File: src/rtl/io_timer_if.sv
// IO data-bus bundle between the core (master) and the timer (slave).
// Requests are level-held until the matching one-cycle ready pulse.
interface io_timer_if #(
  parameter int unsigned ADDR_LEN = 16,
  parameter int unsigned XLEN     = 32
) ();
  logic [ADDR_LEN-1:0] addr;
  logic                wr_req;
  logic [XLEN/8-1:0]   be;
  logic [XLEN-1:0]     wr_data;
  logic                wr_ready;
  logic                rd_req;
  logic [XLEN-1:0]     rd_data;
  logic                rd_ready;

  modport master (
    output addr, wr_req, be, wr_data, rd_req,
    input  wr_ready, rd_data, rd_ready
  );

  modport slave (
    input  addr, wr_req, be, wr_data, rd_req,
    output wr_ready, rd_data, rd_ready
  );
endinterface

File: src/rtl/io_timer.sv
// Memory-mapped 64-bit timer: prescaled free-running mtime, 64-bit compare,
// sticky match flag with level irq, and a shadowed coherent 64-bit read.
module io_timer #(
  parameter int unsigned ADDR_LEN = 16,
  parameter int unsigned XLEN     = 32
) (
  input  logic      clk,
  input  logic      rstb_in,
  io_timer_if.slave bus,
  output logic      irq
);

  localparam logic [2:0] AddrCtrl    = 3'd0;
  localparam logic [2:0] AddrStatus  = 3'd1;
  localparam logic [2:0] AddrMtimeLo = 3'd2;
  localparam logic [2:0] AddrMtimeHi = 3'd3;
  localparam logic [2:0] AddrCmpLo   = 3'd4;
  localparam logic [2:0] AddrCmpHi   = 3'd5;

  logic            en_q, en_d;
  logic            irq_en_q, irq_en_d;
  logic            clr_q, clr_d;
  logic [7:0]      presc_q, presc_d;
  logic [7:0]      div_q, div_d;
  logic [63:0]     mtime_q, mtime_d;
  logic [63:0]     cmp_q, cmp_d;
  logic            flag_q, flag_d;
  logic [XLEN-1:0] shadow_q, shadow_d;
  logic            wr_ready_q, wr_ready_d;
  logic            rd_ready_q, rd_ready_d;
  logic [XLEN-1:0] rd_data_q, rd_data_d;
  logic            irq_q, irq_d;

  logic [2:0]      reg_sel;
  logic            wr_fire;
  logic            rd_start;
  logic            tick;
  logic            match;
  logic [63:0]     mtime_inc;
  logic [XLEN-1:0] rd_mux;
  logic            unused_addr;

  // Upper address bits are decoded upstream; low bits are byte offsets.
  assign unused_addr = ^{bus.addr[ADDR_LEN-1:5], bus.addr[1:0]};
  assign reg_sel     = bus.addr[4:2];

  function automatic logic [XLEN-1:0] merge_be(input logic [XLEN-1:0]   old_val,
                                               input logic [XLEN-1:0]   new_val,
                                               input logic [XLEN/8-1:0] strb);
    logic [XLEN-1:0] res;
    res = old_val;
    for (int i = 0; i < XLEN / 8; i++) begin
      if (strb[i]) res[8*i +: 8] = new_val[8*i +: 8];
    end
    return res;
  endfunction

  always_comb begin
    wr_fire    = bus.wr_req & wr_ready_q;
    wr_ready_d = bus.wr_req & ~wr_ready_q;
    // A pending write always goes first; the read waits until wr_req drops.
    rd_start   = bus.rd_req & ~rd_ready_q & ~bus.wr_req;
    rd_ready_d = rd_start;

    tick  = en_q && (div_q == presc_q);
    match = (mtime_q == cmp_q);

    div_d = div_q;
    if (en_q) div_d = tick ? 8'd0 : div_q + 8'd1;

    mtime_inc = (match && clr_q) ? 64'd0 : mtime_q + 64'd1;
    mtime_d   = tick ? mtime_inc : mtime_q;

    en_d     = en_q;
    irq_en_d = irq_en_q;
    clr_d    = clr_q;
    presc_d  = presc_q;
    cmp_d    = cmp_q;
    flag_d   = flag_q;

    if (wr_fire) begin
      case (reg_sel)
        AddrCtrl: begin
          div_d = 8'd0;
          if (bus.be[0]) begin
            en_d     = bus.wr_data[0];
            irq_en_d = bus.wr_data[1];
            clr_d    = bus.wr_data[2];
          end
          if (bus.be[1]) presc_d = bus.wr_data[15:8];
        end
        AddrStatus: if (bus.be[0] && bus.wr_data[0]) flag_d = 1'b0;
        // Written bytes override the increment; unwritten bytes keep it.
        AddrMtimeLo: mtime_d[31:0]  = merge_be(mtime_d[31:0], bus.wr_data, bus.be);
        AddrMtimeHi: mtime_d[63:32] = merge_be(mtime_d[63:32], bus.wr_data, bus.be);
        AddrCmpLo:   cmp_d[31:0]    = merge_be(cmp_q[31:0], bus.wr_data, bus.be);
        AddrCmpHi:   cmp_d[63:32]   = merge_be(cmp_q[63:32], bus.wr_data, bus.be);
        default: ;
      endcase
    end

    if (match) flag_d = 1'b1;

    case (reg_sel)
      AddrCtrl:    rd_mux = {16'd0, presc_q, 5'd0, clr_q, irq_en_q, en_q};
      AddrStatus:  rd_mux = {31'd0, flag_q};
      AddrMtimeLo: rd_mux = mtime_q[31:0];
      AddrMtimeHi: rd_mux = shadow_q;
      AddrCmpLo:   rd_mux = cmp_q[31:0];
      AddrCmpHi:   rd_mux = cmp_q[63:32];
      default:     rd_mux = '0;
    endcase

    rd_data_d = rd_start ? rd_mux : '0;
    shadow_d  = (rd_start && reg_sel == AddrMtimeLo) ? mtime_q[63:32] : shadow_q;
    irq_d     = flag_q & irq_en_q;
  end

  always_ff @(posedge clk or negedge rstb_in) begin
    if (!rstb_in) begin
      en_q       <= 1'b0;
      irq_en_q   <= 1'b0;
      clr_q      <= 1'b0;
      presc_q    <= 8'd0;
      div_q      <= 8'd0;
      mtime_q    <= 64'd0;
      cmp_q      <= '1;
      flag_q     <= 1'b0;
      shadow_q   <= '0;
      wr_ready_q <= 1'b0;
      rd_ready_q <= 1'b0;
      rd_data_q  <= '0;
      irq_q      <= 1'b0;
    end else begin
      en_q       <= en_d;
      irq_en_q   <= irq_en_d;
      clr_q      <= clr_d;
      presc_q    <= presc_d;
      div_q      <= div_d;
      mtime_q    <= mtime_d;
      cmp_q      <= cmp_d;
      flag_q     <= flag_d;
      shadow_q   <= shadow_d;
      wr_ready_q <= wr_ready_d;
      rd_ready_q <= rd_ready_d;
      rd_data_q  <= rd_data_d;
      irq_q      <= irq_d;
    end
  end

  assign bus.wr_ready = wr_ready_q;
  assign bus.rd_ready = rd_ready_q;
  assign bus.rd_data  = rd_data_q;
  assign irq          = irq_q;

endmodule

File: src/flat_wrapper.sv
// flat-port wrapper written by rule: the top's interface ports become plain ports
module io_timer_flat 
#(
  parameter int unsigned ADDR_LEN = 16,
  parameter int unsigned XLEN     = 32
)
  (clk, rstb_in, irq, bus_addr, bus_wr_req, bus_be, bus_wr_data, bus_rd_req, bus_wr_ready, bus_rd_data, bus_rd_ready);
  io_timer_if #(.ADDR_LEN(ADDR_LEN), .XLEN(XLEN)) bus_i ();
  input  logic clk;
  input  logic rstb_in;
  output logic irq;
  input wire logic [$bits(bus_i.addr)-1:0] bus_addr;
  input wire logic [$bits(bus_i.wr_req)-1:0] bus_wr_req;
  input wire logic [$bits(bus_i.be)-1:0] bus_be;
  input wire logic [$bits(bus_i.wr_data)-1:0] bus_wr_data;
  input wire logic [$bits(bus_i.rd_req)-1:0] bus_rd_req;
  output wire logic [$bits(bus_i.wr_ready)-1:0] bus_wr_ready;
  output wire logic [$bits(bus_i.rd_data)-1:0] bus_rd_data;
  output wire logic [$bits(bus_i.rd_ready)-1:0] bus_rd_ready;
  assign bus_i.addr = bus_addr;
  assign bus_i.wr_req = bus_wr_req;
  assign bus_i.be = bus_be;
  assign bus_i.wr_data = bus_wr_data;
  assign bus_i.rd_req = bus_rd_req;
  assign bus_wr_ready = bus_i.wr_ready;
  assign bus_rd_data = bus_i.rd_data;
  assign bus_rd_ready = bus_i.rd_ready;
  io_timer #(.ADDR_LEN(ADDR_LEN), .XLEN(XLEN)) u_core (.clk(clk), .rstb_in(rstb_in), .bus(bus_i), .irq(irq));
endmodule
File: config.mk
export PLATFORM = sky130hd
export DESIGN_NAME = io_timer_flat
export DESIGN_NICKNAME = d
export VERILOG_FILES = /design/src/rtl/io_timer_if.sv /design/src/rtl/io_timer.sv /design/src/flat_wrapper.sv
export SDC_FILE = /design/constraint.sdc
export NUM_CORES = 1
export LEC_CHECK = 0
export ABC_AREA = 1
export CAP_MARGIN = 20
export CORE_ASPECT_RATIO = 0.9
export CORE_MARGIN = 2
export CORE_UTILIZATION = 51
export DETAILED_ROUTE_END_ITERATION = 7
export PLACE_DENSITY = 0.82
export SYNTH_ARGS = -nofsm -noshare
export SYNTH_HDL_FRONTEND = slang
export SYNTH_SLANG_ARGS = --single-unit
File: constraint.sdc
create_clock -name clk -period 2.43 [get_ports clk]
set_input_delay 0.486 -clock clk [delete_from_list [all_inputs] [get_ports clk]]
set_output_delay 0.486 -clock clk [all_outputs]
set_load 0.05 [all_outputs]
==> results of run 1 <==
path summary, 6_finish.rpt:
path	depth (start not counted)	to	startpoint
worst min-delay path	1	u_core.bus.wr_ready	u_core.bus.wr_ready
worst max-delay path	13	u_core.mtime_q[63]	u_core.div_q[6]
max in group asynchronous	3	u_core.cmp_q[45]	rstb_in
worst min register to register	1	u_core.bus.wr_ready	u_core.bus.wr_ready
min in group asynchronous	2	u_core.mtime_q[40]	rstb_in
worst max register to register	13	u_core.mtime_q[63]	u_core.div_q[6]
cell usage in the layout (no fill, tap or decap), drive strengths merged:
cell           count
nand4             43
o21ai            145
o21bai             1
nand3b             4
a221oi            33
clkinv             1
dfrtp            151
xor2              63
nor3              31
xnor2              4
a31oi              1
ha                 2
dfstp             64
bufinv             1
dlygate4sd3        1
nand2            504
nor3b              2
and2               3
nor4               2
a21oi             28
nand3             86
clkbuf            40
mux2               7
o22ai             23
buf              110
clkdlybuf4s50     76
inv              206
a22o               1
nor2             180
worst max-delay path, cell delays in order (launching register included):
cell and delay (ps):
dfrtp_1 440, inv_1 120, nand2_1 60, nand2_1 60, nand3_1 120, nor2_2 340, nand2_4 230, buf_4 200
nor2_4 280, nand2_1 100, nand2_1 80, nand2_1 50, nand3_1 70, o21ai_1 70
routing by layer:
layer  vias up  share of wire, %
met5         -                 0
met4         0               3.4
met3       115               9.7
met2       641                44
met1      5798                43
li1       5591                 -
repair_timing:
action,4_1_cts,5_1_grt
endpoints found under the setup margin,1,30
hold endpoints to repair,42,0
hold buffers,1,0
setup buffers,0,1
pin swaps,0,1
gates resized for setup,1,12
power by group:
group	total [W]	switching, W	internal (W)
Clock	0.00350	0.00144	0.00206
Combinational	0.00268	0.00167	0.00101
Sequential	0.00498	0.000642	0.00434
Total	0.0112	0.00375	0.00741
kinds of logic (layout without fill, tap and decap cells):
kind of cell | count (synthesis) | in the layout | synth area share [%]
xor gates and xnor gates | 67 | 67 | 4.87
and+or+nand+nor | 855 | 855 | 29.7
DFF | 215 | 215 | 45.3
muxes | 7 | 7 | 0.654
buffers and inverters | 255 | 435 | 8.24
AOI/OAI and AO/OA | 232 | 232 | 11.0
adders and majority gates | 2 | 2 | 0.208
sequential cells by signal, indices dropped and copies added, names as in the netlist, 8 cells and up:
| register | count |
|---|---|
| u_core.shadow_q | 32 |
| u_core.bus.rd_data | 32 |
| u_core.cmp_q | 64 |
| u_core.presc_q | 8 |
| u_core.mtime_q | 64 |
| u_core.div_q | 8 |
final cells by class:
type | count | share of cell area (%)
multi-input combinational | 1163 | 38.3
sequential | 215 | 37.1
timing repair buffer | 188 | 11.8
inverter | 207 | 5.28
clock buffer | 39 | 4.79
tap | 302 | 2.57
clock inverter | 1 | 0.204
through the flow:
stage          setup WS, ps  util [%]  cell area, um2  std cells
3_3_place_gp          -44.4      59.8           13900       2072
6_report               88.0      63.3           14700       2115
5_1_grt                10.2      63.3           14700       2115
4_1_cts                13.0      63.0           14700       2113
3_5_place_dp           -141      59.8           13900       2072
2_1_floorplan           611         -           12000       1633
==> results.cfg, run 1 <==
[run_status]
status = complete, no violations

[synthesis]
synth_top_area_share_pct = 31.4
ys_warn_count = 0
synthTopCellsByCount = 503 x nand2_1, 174 x inv_1, 167 x nor2_1, 151 x dfrtp_1, 109 x o21ai_0
async_reset_ff_share_pct = 100
ys_seq_elements = 215
syn_avg_cell_area_um2 = 7.38
synth_most_common_cell = nand2_1
synthCells = 1633
synthTopCellsByArea = dfrtp_1 31%, nand2_1 16%, dfstp_2 14%
synthesis.nets = 1691
syn-cell-area_um2 = 12000
yosys.area.top_type = dfrtp_1
ys_seq_area_share_pct = 45.3
synth-main-ff-cell = dfrtp_1
synth_edf_count = 0
synth_cell_types = 36

[pwr]
power_leakage_nw = 6.87
power_density_nw_per_um2 = 758
power_w = 0.0112
ir_worst_vdd_v = 0.000647

[worst_setup_path]
cp-end-kind = register
required_ps = 2830
startpoint_type = register
crit_type = register to register
critPathArrivalTime_ps = 2750
crit_fanout = 9
r2r_slack_ps = 90

[grt]
met3_usage_pct = 6.00
grt_usage_pct = 34.7
grt_overflow = 0
antenna_found_initial = 0
grt_max_degree = 72
grt_pass1_wl_um = 66800
grt_most_used_layer = met2
met2_usage_pct = 54.1
grt_pass1_vias = 11700
use_met1_pct = 49.9

[layout]
area_growth_pct = 22.2
final_nets = 1856
ff_latch_area_um2 = 5460
multiInputGateArea_um2 = 5640
drive_gt1_share_pct = 15.1
diodes = 0
num-fill-cells = 2037

[sta]
slew_headroom_pct = 32.7
period_minus_slack_ps = 2340
fin_skew_ps = 21.6
drv_slew = 0
setup_viol = 0
clock.fmax_ghz = 0.427
tightest_slew_ps = 1010
hold_viol = 0
hold_ws_ps = 448
period_share_pct = 96.4
grt_setup_unrepaired = false
setup_tns_ps = 0

[clock_tree]
cts.sinks = 215
cts_tree = done
clock_path_buffers = 3
htreeDepth = 1
numCtsBuffers = 23
clk_root_buffer_cell = clkbuf_16
clk_latency_ps = 530
clk_pin_slew_worst_paths_ps = 60

[floorplanning]
dieArea_um2 = 24900
ios = 91
coreArea_um2 = 23300
row_count = 53
initial_utilization_pct = 51.7
die_h_um = 150
die_x_um = 166

[routing]
routed_wl_um = 42800
vias = 12100
drtPass1Iterations = 6
drc = 0
initialDrtViolationCount = 1487
vias_per_cell = 5.74
ant_nets = 0
routedWlPerCell_um = 20.2

[placed_design]
dp_hpwl_um = 31900
place_congestion = 1.04
portBuffers = 77

[hold_path]
min_path_type = register to register

[flow_run]
max_cap_violations = 0
No activity file was read; power rests on OpenSTA's default activity.
==> run 2: changes to the inputs <==
- CORE_UTILIZATION: 51 -> 35
- DONT_BUFFER_PORTS: unset -> 1
- PLACE_DENSITY: 0.82 -> 0.6
- clock period: 2.43 -> 2.87 ns (I/O delays scaled with it)
==> run 2 against run 1 <==
The flow now finishes with violations (negative hold slack). Flip-flop and latch count unchanged. Utilization decreased by 23 points. Via count decreased by 7.1%. Sequential power decreased by 14%. Cell area decreased by 6.6%. Final cell count increased by 1.5%. Critical path type unchanged. First-iteration DRC count decreased by 28%. Clock power about the same.
==> results.cfg, run 2 (synthesis results as in run 1) <==
[run_status]
status = finished with violations
violations = negative hold slack

[worst_setup_path]
critPathMaxStageDelay_ps = 500
cp-end-kind = register
reg2reg_depth = 10
critPathSlowestCell = dfrtp_1
required_ps = 3350
crit_fanout = 5
critPathArrivalTime_ps = 3030
startpoint_type = register
worstPathCellList = nand2_1 > nor2_2 > nand3b_1 > nor2_1 > nand3_1 > nor2_1 > nand3_1 > nand2_1 > nand3_1 > nand2_1
crit_type = register to register

[pwr]
p_switching_w = 0.00317
power_density_nw_per_um2 = 704
power_w = 0.00968
p_sw_share_pct = 32.7
power_leakage_nw = 6.34
sequentialPowerShare_pct = 44.4
p_comb_share_pct = 19.4
p_clk_share_pct = 36.2
ir_worst_vdd_v = 0.000515
p_int_w = 0.00651

[sta]
hold_ws_ps = -264
setup_viol = 0
period_minus_slack_ps = 2540
clock.fmax_ghz = 0.393
setup_tns_ps = 0
grt_setup_unrepaired = false
tightest_slew_ps = 1050
slew_headroom_pct = 29.7
period_share_pct = 88.7
drv_slew = 0
fin_skew_ps = 12.4
hold_viol = 164

[placed_design]
dp_hpwl_um = 32400
portBuffers = 0
place_congestion = 0.985

[floorplanning]
coreArea_um2 = 34000
ios = 91
die_h_um = 180
dieArea_um2 = 35900
initial_utilization_pct = 35.5
row_count = 64
die_x_um = 200

[grt]
grt_overflow = 0
grt_usage_pct = 24.9
met2_usage_pct = 37.6
met3_usage_pct = 5.63
grt_max_degree = 216
use_met1_pct = 36.3
grt_most_used_layer = met2
antenna_found_initial = 0
grt_pass1_vias = 11100
grt_pass1_wl_um = 67600

[layout]
drive_gt1_share_pct = 12.9
reg.largest.list = u_core.cmp_q (64), u_core.mtime_q (64)
mostFrequentLayoutCells = 502 x nand2_1, 174 x inv_1, 167 x nor2_1
area_growth_pct = 14.1
ff_latch_area_um2 = 5460
num-fill-cells = 3571
multiInputGateArea_um2 = 5600
layout_commonest_cell = nand2_1
final_nets = 1722
diodes = 0

[routing]
drtPass1Iterations = 6
vias = 11300
routedWlPerCell_um = 20.5
routed_wl_um = 44100
initialDrtViolationCount = 1067
drc = 0
vias_per_cell = 5.26
ant_nets = 0

[flow_run]
max_cap_violations = 0

[clock_tree]
clock_path_buffers = 3
cts_resized = 0
clk_root_buffer_cell = clkbuf_16
htreeDepth = 1
cts.sinks = 215
cts_tree = done
clk_pin_slew_worst_paths_ps = 60
clk_latency_ps = 550
numCtsBuffers = 26
post_cts_buffers = 0

[hold_path]
min_path_type = input pin to asynchronous set/reset pin
run 2: cell count changes in the layout (fill, tap and decap cells not counted), moves of 3 or more:
cell and delta:
clkbuf_8 -3, nor2_2 -3, clkbuf_1 -4, nor2_4 -3, buf_12 -6, clkdlybuf4s50_1 -76, nor2_1 +6, clkbuf_16 +4
clkinv_2 +4, buf_4 -53, clkinv_4 +3
run 2: power by group through the flow:
stage               registers [W]  clock network, W  logic (W)
detailed placement        0.00433                 0    0.00185
finish                    0.00430           0.00350    0.00188
global placement          0.00431                 0    0.00182
floorplan                 0.00412                 0    0.00138
CTS                       0.00428           0.00356    0.00186
global route              0.00436           0.00369    0.00214
run 2: final timing paths:
check / start / to / slack [ps]
worst max-delay path: u_core.mtime_q[3] / u_core.mtime_q[37] / 330
worst min-delay path: rstb_in / u_core.mtime_q[19] / -260
worst max register to register: u_core.mtime_q[3] / u_core.mtime_q[37] / 330
worst min register to register: u_core.shadow_q[22] / u_core.shadow_q[22] / 490
max in group asynchronous: rstb_in / u_core.mtime_q[17] / 2540
min in group clk: bus_wr_req / u_core.bus.wr_ready / 120
run 2: area by class of cell:
cell class                 count  area share (%)
multi-input combinational   1163            40.7
sequential                   215            39.7
inverter                     207            5.65
clock buffer                  37            5.55
tap                          462            4.20
timing repair buffer          51            3.09
clock inverter                11            1.05
run 2: critical path, delay by kind of cell (launching register included):
family        cells  cell delay [ps]
flops             1              500
simple gates     10             1980
run 2: layer usage:
| metal | wire [um] | vias to the layer above | share of wire [%] |
|---|---|---|---|
| met1 | 20100 | 5399 | 46 |
| met2 | 19000 | 470 | 43 |
| met3 | 3940 | 71 | 8.9 |
| met4 | 940 | 0 | 2.1 |
| li1 | - | 5343 | - |
| met5 | 0 | - | 0 |
run 2: per-stage QoR:
step                      setup slack [ps]  utilization (%)  hold slack [ps]  area (um2)  instances
after CTS                              351             40.5             -294       13700       2145
after floorplan                        974                -              278       12000       1633
final                                  325             40.5             -264       13700       2146
after global routing                   137             40.5             -293       13700       2146
after global placement                 365             37.8              297       12800       2097
after detailed placement               375             37.8              292       12800       2097
